File: src/rtl/instruc_fetch.sv
// instruc_fetch: owns the PC, issues imem fetches, buffers {inst,pc} for decode.
// Ports: clk/reset, imem req/rsp channels, redirect in, inst out, misalign_err.
module instruc_fetch #(
  parameter logic [31:0] RESET_PC   = 32'h0000_0000,
  parameter int          FIFO_DEPTH = 2,
  parameter int          MAX_OUT    = 2
) (
  input  logic        clk,
  input  logic        reset,
  output logic        imem_req_valid,
  input  logic        imem_req_ready,
  output logic [31:0] imem_req_addr,
  input  logic        imem_rsp_valid,
  input  logic [31:0] imem_rsp_data,
  input  logic        redirect_valid,
  input  logic [31:0] redirect_pc,
  output logic        inst_valid,
  input  logic        inst_ready,
  output logic [31:0] inst,
  output logic [31:0] inst_pc,
  output logic        misalign_err
);

  localparam int AW = $clog2(FIFO_DEPTH);
  localparam int CW = $clog2(FIFO_DEPTH + MAX_OUT + 1) + 1;

  typedef logic [CW-1:0] cnt_t;
  typedef logic [AW:0]   ptr_t;

  logic [31:0] fetch_pc;
  cnt_t        live_cnt;
  cnt_t        drop_cnt;
  cnt_t        fifo_cnt;
  cnt_t        pend_cnt;
  cnt_t        redir_drop;
  ptr_t        wr_ptr;
  ptr_t        rd_ptr;
  ptr_t        tag_wr;
  ptr_t        tag_rd;
  logic [31:0] fifo_inst [FIFO_DEPTH];
  logic [31:0] fifo_pc   [FIFO_DEPTH];
  logic [31:0] tag_q     [FIFO_DEPTH];

  logic credit_ok;
  logic req_fire;
  logic rsp_drop;
  logic rsp_push;
  logic pop;

  assign fifo_cnt = cnt_t'(wr_ptr - rd_ptr);

  // live requests each reserve a FIFO slot; dropped ones still occupy
  // memory slots until their response returns
  assign credit_ok =
    (live_cnt + fifo_cnt < cnt_t'(FIFO_DEPTH)) &&
    (live_cnt + drop_cnt < cnt_t'(MAX_OUT));

  assign imem_req_valid = !reset && !redirect_valid && credit_ok;
  assign imem_req_addr  = fetch_pc;
  assign req_fire       = imem_req_valid && imem_req_ready;

  assign rsp_drop = imem_rsp_valid && (drop_cnt != '0);
  assign rsp_push = imem_rsp_valid && (drop_cnt == '0)
                 && (live_cnt != '0);

  assign inst_valid = !reset && !redirect_valid
                   && (wr_ptr != rd_ptr);
  assign inst       = fifo_inst[rd_ptr[AW-1:0]];
  assign inst_pc    = fifo_pc[rd_ptr[AW-1:0]];
  assign pop        = inst_valid && inst_ready;

  // a response landing in the redirect cycle retires one pending slot
  assign pend_cnt   = drop_cnt + live_cnt;
  assign redir_drop = (imem_rsp_valid && pend_cnt != '0)
                    ? pend_cnt - cnt_t'(1) : pend_cnt;

  always_ff @(posedge clk) begin
    if (reset) begin
      fetch_pc <= RESET_PC;
      live_cnt <= '0;
      drop_cnt <= '0;
      wr_ptr   <= '0;
      rd_ptr   <= '0;
      tag_wr   <= '0;
      tag_rd   <= '0;
    end else if (redirect_valid) begin
      fetch_pc <= {redirect_pc[31:2], 2'b00};
      live_cnt <= '0;
      drop_cnt <= redir_drop;
      wr_ptr   <= '0;
      rd_ptr   <= '0;
      tag_wr   <= '0;
      tag_rd   <= '0;
    end else begin
      if (req_fire) begin
        tag_q[tag_wr[AW-1:0]] <= fetch_pc;
        tag_wr   <= tag_wr + ptr_t'(1);
        fetch_pc <= fetch_pc + 32'd4;
      end
      if (rsp_drop) begin
        drop_cnt <= drop_cnt - cnt_t'(1);
      end
      if (rsp_push) begin
        fifo_inst[wr_ptr[AW-1:0]] <= imem_rsp_data;
        fifo_pc[wr_ptr[AW-1:0]]   <= tag_q[tag_rd[AW-1:0]];
        wr_ptr <= wr_ptr + ptr_t'(1);
        tag_rd <= tag_rd + ptr_t'(1);
      end
      case ({req_fire, rsp_push})
        2'b10:   live_cnt <= live_cnt + cnt_t'(1);
        2'b01:   live_cnt <= live_cnt - cnt_t'(1);
        default: ;
      endcase
      if (pop) begin
        rd_ptr <= rd_ptr + ptr_t'(1);
      end
    end
  end

  always_ff @(posedge clk) begin
    if (reset) begin
      misalign_err <= 1'b0;
    end else begin
      misalign_err <= redirect_valid
                   && (redirect_pc[1:0] != 2'b00);
    end
  end

endmodule

File: config.mk
export PLATFORM = sky130hd
export DESIGN_NAME = instruc_fetch
export DESIGN_NICKNAME = d
export VERILOG_FILES = /design/src/rtl/instruc_fetch.sv
export SDC_FILE = /design/constraint.sdc
export NUM_CORES = 1
export LEC_CHECK = 0
export ABC_AREA = 1
export BUFFER_PORTS_ARGS = -buffer_cell sky130_fd_sc_hd__buf_2
export CAP_MARGIN = 20
export CORE_MARGIN = 2
export CORE_UTILIZATION = 55
export CTS_CLUSTER_DIAMETER = 30
export DETAILED_ROUTE_END_ITERATION = 12
export GPL_ROUTABILITY_DRIVEN = 0
export PLACE_DENSITY = 0.78
export SLEW_MARGIN = 20
export SYNTH_ARGS = -nofsm -noshare
export SYNTH_HDL_FRONTEND = slang
export SYNTH_SLANG_ARGS = --single-unit
File: constraint.sdc
create_clock -name clk -period 18.1 [get_ports clk]
set_input_delay 3.62 -clock clk [delete_from_list [all_inputs] [get_ports clk]]
set_output_delay 3.62 -clock clk [all_outputs]
set_load 0.02 [all_outputs]
**Word-level counts from Yosys, hierarchy flattened**

Memories as Yosys holds them, arrays and structs flattened. A register that Yosys moved wholly into a read port is not among the register bits.
Cells that the tools add are included.

- Bits in registers: 49
- RAM bits: 192
- Input port bits: 70
- Output and inout bits: 99
- Logic and storage cells: 71
- Memories kept: 3

- $add $sub $neg: 12
- Magnitude comparators: 2
- Equal/unequal tests: 3
- Multiplexer cells: 20
- Reduce and logical (&&, ||, !) cells: 22

Memory list:

| memory | depth | bits a word | rd ports | clocked after Yosys merged registers in | wr ports | RTL line | text |
|---|---|---|---|---|---|---|---|
| fifo_inst | 2 | 32 | 1 | 1 | 1 | 40 | `logic [31:0] fifo_inst [FIFO_DEPTH];` |
| fifo_pc | 2 | 32 | 1 | 1 | 1 | 41 | `logic [31:0] fifo_pc [FIFO_DEPTH];` |
| tag_q | 2 | 32 | 1 | 1 | 1 | 42 | `logic [31:0] tag_q [FIFO_DEPTH];` |

Operators by type and width:

| cell | count |
|---|---|
| 32-bit 2-to-1 mux | 2 |
| 32-bit by 3-bit adder with 32-bit output, second input constant | 1 |
| 1-bit 2-to-1 mux | 14 |
| 4-bit 2-to-1 mux | 3 |
| 4-bit nonzero test | 3 |
| 4-bit by 1-bit subtractor with 4-bit output, second input constant | 3 |
| 1-bit logical AND | 11 |
| 2-bit by 1-bit adder with 2-bit output, second input constant | 4 |
| 4-bit adder | 2 |
| 4-bit by 2-bit < comparator with 1-bit output, second input constant | 2 |
| 4-bit case mux with 2 select lines | 1 |
| 2-bit nonzero test | 4 |
| 4-bit by 1-bit adder with 4-bit output, second input constant | 1 |
| 4-bit zero test | 1 |
| 2-bit by 2-bit subtractor with 3-bit output | 1 |
| 2-bit by 1-bit == test with 1-bit output, second input constant | 1 |
| 2-bit == test, second input constant | 1 |
| 1-bit zero test | 2 |
| 2-bit inequality test | 1 |
| 2-bit OR reduction | 1 |

**Depth between registers and ports, before layout**

Gate-level depths: netlist of the first run.

- Depth after elaboration: 10
- Mapped depth: 23
- Depth with buffers taken out: 22

**Least setup slack after synthesis of the first run**

No wires, ideal clock.

- Kind: input -> register
- Start point: in redirect_valid
- End point: mem fifo_inst[0][0] (enable)
- Library setup time: 0.558 ns
- Arrival time: 8.162 ns
- Required time: 17.542 ns
- Setup slack: 9.379 ns
- Stages on the path: 4
- Path through: buf_6 -> clkinv_2 -> nand2_4 -> nor3_1

- Longest elaborated chain between the ends: 3

Ends and longest elaborated chain:

| element | RTL line | text |
|---|---|---|
| from (decl) | 15 | `input logic redirect_valid,` |
| 1-bit 2-to-1 mux | 86 | `end else if (redirect_valid) begin` |
| 1-bit 2-to-1 mux | 78 | `if (reset) begin` |
| 1-bit 2-to-1 mux (not written as such) | 104 | `fifo_inst[wr_ptr[AW-1:0]] <= imem_rsp_data;` |
| to (decl) | 40 |  |

No other way between the ends.

**Worst setup path after layout of the first run**

- Start point: in redirect_valid
- End point: out imem_req_valid

- Longest elaborated chain between the ends: 3

Ends and longest elaborated chain:

| element | RTL line | text |
|---|---|---|
| 1-bit zero test | 58 | `assign imem_req_valid = !reset && !redirect_valid && credit_ok;` |
| 1-bit logical AND (2 in series) | 58 |  |
| to (decl) | 10 | `output logic imem_req_valid,` |

No other way between the ends.

==> impl_metrics.ini, run 1 <==
[floorplanning]
rows = 49
initial_utilization_pct = 56.52
die_height_um = 140.6
die_w_um = 140.6
pin_count = 169
die_area_sq_um = 19760
core_area_sq_um = 18150

[sta]
fin_crit_ps = 9405
fin_tns_setup_ps = 0
timing.final.ws_setup_ps = 8695
rsz0062_at_grt = false
report.final.slew_viol_count = 0
clock_skew_ps = 15.57
finalCritPeriodShare_pct = 51.96
worst_pin_slew_ps = 967.6
setup_viol = 0
slew-limit-headroom_pct = 35.42
fmax_mhz = 106.3
hold_viol_final = 0

[global_routing]
grt_use_total_pct = 22.43
grt_first_pass_wirelength_mm = 35.13
grt_remaining_overflow = 0
antenna_found_initial = 0
grt_max_degree = 60
grt_pass1_vias = 7026

[worst_setup_path]
reg2reg_slack_ps = 14020
crit_type = input pin to output pin
cp_max_fo = 45
crit_path_end_kind = output pin
arrival_ps = 5790
cp_num_buf_inv = 3
critical_path.slowest_cell = clkinv_2
r2r_cells = 13
path_cells = buf_2, clkinv_2, nand2_4, nor2_2, nand2_1, nor2_4, nand2_1, nor2_4, buf_2
cp.required_ps = 14480
r2r-end = tag_q[1][28]$_DFFE_PP_
timing.rr.start = wr_ptr[0]$_SDFFE_PP0P_
slowest_delay_ps = 700
cp_top_family = buffers and inverters
cp-start-kind = input pin

[clock_network]
cts-resized-gates = 0
cts_setup_buffers = 0
clk_latency_ps = 510
clk_pin_slew_worst_paths_ps = 50
cts_tree = yes
cts_hold_buf = 0
cts-root-buf = clkbuf_16
clock-sinks = 231
htree_levels = 2
numCtsBuffers = 38
clock_path_buffers = 3

[synth]
netlist_area_sq_um = 10260
ys_types = 33
ys_ff_latch = 231
synth_top_area_cell = edfxtp_1
yosysTopAreaCellShare_pct = 53.87
synth_cells = 907
ys_warn_count = 0
netlist_top_cells_area = edfxtp_1, mux2_2, dfxtp_1
synth_seq_area_share_pct = 63.05
synth_area_per_cell_sq_um = 11.31

[placed_design]
post-place-ws_ps = 8696
io_buffers = 164
dp_hpwl_mm = 14.77

[route]
drt-total-wl_mm = 22.13
drt_iter0_markers = 505
antenna_left = 0
wire_per_inst_um = 16.40
drt_first_pass_iters = 5
via_per_inst = 5.291
drc_errors = 0
num_vias = 7137

[pwr]
ir_drop_mv = 0.08259
power_leakage_nw = 4.908
power.density_nw_per_um2 = 113.4

[cells_and_area]
post_route_cells_drive_above_1_share_pct = 30.92
syn2layout_area_growth_pct = 23.37
final_nets = 1178
num-fill-cells = 1306

[worst_hold_path]
min_from = tag_rd[0]$_SDFFE_PP0P_
hold_path_depth = 1
hold_class = register to register

[job]
cap_violations = 0

[outcome]
status = finished, final reports clean
## registers in the layout, indices dropped and copies added, names as in the netlist, named ones only
name	flops
drop_cnt	4
fifo_inst	64
fifo_pc	60
imem_req_addr	30
live_cnt	4
misalign_err	1
rd_ptr	2
tag_q	60
tag_rd	1
tag_wr	1
wr_ptr	2
## layout make-up
| cell class | count | area [sq um] | share of cell area, % |
|---|---|---|---|
| clock buffers | 43 | 1001 | 7.911 |
| clock inverters | 27 | 374.1 | 2.957 |
| diodes | 1 | 2.502 | 0.01978 |
| flip-flops and latches | 231 | 6467 | 51.11 |
| repair buffers | 171 | 873.3 | 6.902 |
| multi-input cells | 586 | 3418 | 27.01 |
| inverters | 61 | 230.2 | 1.819 |
| well taps | 229 | 286.5 | 2.264 |
## cells in the mapped netlist, drive strengths merged
master,count
nor3,3
dfxtp,47
ha,15
o21ai,25
nand2,221
xor2,7
nand4,7
nand3,68
nor4,1
edfxtp,184
clkbuf,15
inv,60
nor2,89
fa,4
a21oi,41
clkinv,1
xnor2,6
conb,1
buf,17
or2,1
o21a,1
o21bai,1
mux2,92
## worst reg2reg max path: stages (launching register included)
cell and delay (ps):
dfxtp_1 320, inv_1 110, ha_1 160, inv_1 50, fa_1 500, inv_1 70
fa_1 500, inv_1 50, nor2_2 90, nand2_1 90, nor2_4 120, nand4_4 390
nor2_2 890, buf_4 400
## where the power goes
part	internal [W]	total [W]	switching, W
clock	0.000506	0.000760	0.000254
combinational	0.0000289	0.0000794	0.0000505
sequential	0.000583	0.000595	0.0000124
total	0.00112	0.00143	0.000317
## worst max-delay path by stage
stage / from / endpoint / slack [ps] / cells after the start
2_1_floorplan: redirect_valid / fifo_inst[0][0]$_DFFE_PP_ / 9380 / 4
3_3_place_gp: redirect_valid / imem_req_valid / 8810 / 9
3_5_place_dp: redirect_valid / imem_req_valid / 8700 / 9
4_1_cts: redirect_valid / imem_req_valid / 8700 / 9
5_1_grt: redirect_valid / imem_req_valid / 8460 / 9
6_report: redirect_valid / imem_req_valid / 8690 / 9
## metal layers
layer / GRT usage, % / routed length, um / up-vias
li1: - / - / 3496
met1: 28.15 / 9205 / 3342
met2: 38.13 / 10650 / 258
met3: 5.675 / 1749 / 41
met4: 7.842 / 525 / 0
met5: 0 / 0 / -
## per-stage QoR
stage / area [sq um] / hold slack (ps) / power, W / instances / utilization [%]
2_1_floorplan: 10270 / 425.6 / 0.0006576 / 910 / -
6_report: 12650 / 473.8 / 0.001434 / 1349 / 69.73
3_5_place_dp: 11280 / 440.1 / 0.0006843 / 1278 / 62.13
5_1_grt: 12650 / 474.7 / 0.001481 / 1348 / 69.71
3_3_place_gp: 11280 / 446.6 / 0.0006818 / 1278 / 62.13
4_1_cts: 12650 / 466.5 / 0.001445 / 1348 / 69.71
## placed cells by master (no fill, tap or decap), types with 3 or more instances in the layout
cell       synthesis  layout
clkinv_2           1       6
buf_4              4       7
nor2_4             2       3
xnor2_1            6       6
bufinv_16          0       7
edfxtp_1         184     184
nand3_1           68      68
buf_2              4     164
dfxtp_1           47      46
conb_1             1       4
nor2_2             2       4
fa_1               4       4
inv_6              0       7
o21ai_0           24      24
ha_1              15      15
clkbuf_1          15       3
xor2_1             7       7
inv_1             59      59
nand4_1            6       6
a21oi_1           41      41
clkinv_4           0       4
nor2_1            85      82
mux2_2            92      92
clkbuf_16          0      39
nand2_1          218     218
## cells by family after synthesis
logic type	Yosys count	synth area share [%]
buf+inv	93	3.904
mux	92	10.10
other cells	1	0.03656
fa+ha+maj	19	2.611
flops	231	63.05
xor+xnor	13	1.110
simple gates	390	15.82
compound gates	68	3.367
(Power assumes the default switching activity.)
==> run 2: changes to the inputs <==
Settings changed: CORE_UTILIZATION 55 to 51, PLACE_DENSITY 0.78 to 0.76.
Clock period 18.1 ns to 7.8 ns, I/O delays scaled along.
==> run 2 against run 1 <==
  * Global-route usage is 1.8 points lower
  * Critical path depth stayed put
  * Final cell count is 3.0% higher
  * Highest routed layer unchanged
  * Largest cell class unchanged
  * Critical endpoint unchanged
==> impl_metrics.ini, run 2 (same netlist as run 1, synthesis figures left out) <==
[outcome]
status = finished, final reports clean

[sta]
slew-limit-headroom_pct = 39.94
fin_tns_setup_ps = 0
fin_crit_ps = 5324
setup_viol = 0
hold_viol_final = 0
report.final.slew_viol_count = 0
clock_skew_ps = 18.78
finalCritPeriodShare_pct = 68.26
worst_pin_slew_ps = 900.9
rsz0062_at_grt = false
fmax_mhz = 187.8

[cells_and_area]
largest_register_ffs = 64
most-common-layout-cells = nand2_1, edfxtp_1, buf_2, mux2_2, nor2_1
num-fill-cells = 1542
syn2layout_area_growth_pct = 23.51
post_route_cells_drive_above_1_share_pct = 30.52
final_nets = 1181
n_antenna_cell = 0
post-route-util_pct = 64.66
layout_commonest_cell = nand2_1

[worst_setup_path]
cp.depth = 9
cp_top_family = buffers and inverters
cp_max_fo = 45
critical_path.slowest_cell = clkinv_2
crit_start = redirect_valid
arrival_ps = 3760
timing.rr.start = wr_ptr[0]$_SDFFE_PP0P_
path_cells = buf_2, clkinv_2, nand2_4, nor2_2, nand2_1, nor2_4, nand2_1, nor2_4, buf_2
cp-start-kind = input pin
reg2reg_slack_ps = 3850
slowest_delay_ps = 690
crit_type = input pin to output pin
cp_num_buf_inv = 3
crit_end = imem_req_valid
r2r-end = live_cnt[3]$_SDFFE_PP0P_
cp.required_ps = 6240
crit_path_end_kind = output pin
r2r_cells = 21

[clock_network]
cts-resized-gates = 0
clk_pin_slew_worst_paths_ps = 40
clock_path_buffers = 3
clock-sinks = 231
numCtsBuffers = 41
cts_setup_buffers = 0
cts_hold_buf = 0
clk_latency_ps = 510
cts-root-buf = clkbuf_16
cts_tree = yes
htree_levels = 2

[route]
num_vias = 7125
antenna_left = 0
wire_per_inst_um = 15.92
drt_iter0_markers = 532
drt_first_pass_iters = 7
via_per_inst = 5.130
drt-total-wl_mm = 22.12
drc_errors = 0

[job]
cap_violations = 0

[placed_design]
dp_hpwl_mm = 14.81
io_buffers = 164

[pwr]
clockPowerShare_pct = 51.9
p_comb_share_pct = 5.7
internal_power_w = 0.002537
switching_power_w = 0.0007177
ir_drop_mv = 0.2665
power.density_nw_per_um2 = 257.0
power_leakage_nw = 4.880
switching_share_pct = 22.05
pwr-share-seq_pct = 42.5

[global_routing]
antenna_found_initial = 0
grt_remaining_overflow = 0
grt_max_degree = 63
grt_use_total_pct = 20.61
grt_first_pass_wirelength_mm = 35.15
grt_pass1_vias = 6893

[worst_hold_path]
hold_class = register to register
min_from = tag_rd[0]$_SDFFE_PP0P_

[floorplanning]
pin_count = 169
core_area_sq_um = 19590
rows = 51
die_height_um = 145.8
initial_utilization_pct = 52.35
die_area_sq_um = 21260
die_w_um = 145.8
[run 2: metrics by stage]
step | std cells | hold WS (ps) | worst slack [ps] | cell area [sq um] | total power (W)
after floorplan | 910 | 425.6 | 1139 | 10270 | 0.001526
after detailed placement | 1314 | 452.1 | 2507 | 11320 | 0.001588
after CTS | 1389 | 480.9 | 2498 | 12670 | 0.003279
after global routing | 1389 | 509.4 | 2284 | 12670 | 0.003365
final | 1389 | 484.9 | 2476 | 12670 | 0.003255
after global placement | 1314 | 449.4 | 2581 | 11320 | 0.001583
[run 2: area by class of cell]
cell class | instances | area (sq um) | share of cell area (%)
Clock buffer | 53 | 1122 | 8.860
Clock inverter | 22 | 224.0 | 1.768
Inverter | 61 | 230.2 | 1.817
Multi-Input combinational cell | 586 | 3418 | 26.99
Sequential cell | 231 | 6467 | 51.06
Tap cell | 265 | 331.6 | 2.618
Timing Repair Buffer | 171 | 873.3 | 6.895
[run 2: routing by layer]
layer	vias up	global-route usage (%)	wire (um)
li1	3498	-	-
met1	3323	26.71	9441
met2	260	34.46	10650
met3	44	4.075	1441
met4	0	7.794	579
met5	-	0	0
[run 2: how the worst min path moves through the flow]
| stage | endpoint | cells after the start | slack, ps |
|---|---|---|---|
| finish | register | 1 | 480 |
| global placement | tag_rd[0]$_SDFFE_PP0P_ | 1 | 450 |
| CTS | register | 1 | 480 |
| detailed placement | register | 1 | 450 |
| floorplan | register | 1 | 430 |
| global route | register | 1 | 510 |
[run 2: power by group through the flow]
| stage | Clock [W] | Combinational, W | Sequential (W) |
|---|---|---|---|
| detailed placement | 0 | 0.000183 | 0.00141 |
| floorplan | 0 | 0.000119 | 0.00141 |
| CTS | 0.00171 | 0.000185 | 0.00138 |
| global route | 0.00177 | 0.000209 | 0.00139 |
| finish | 0.00169 | 0.000184 | 0.00138 |
| global placement | 0 | 0.000179 | 0.00140 |
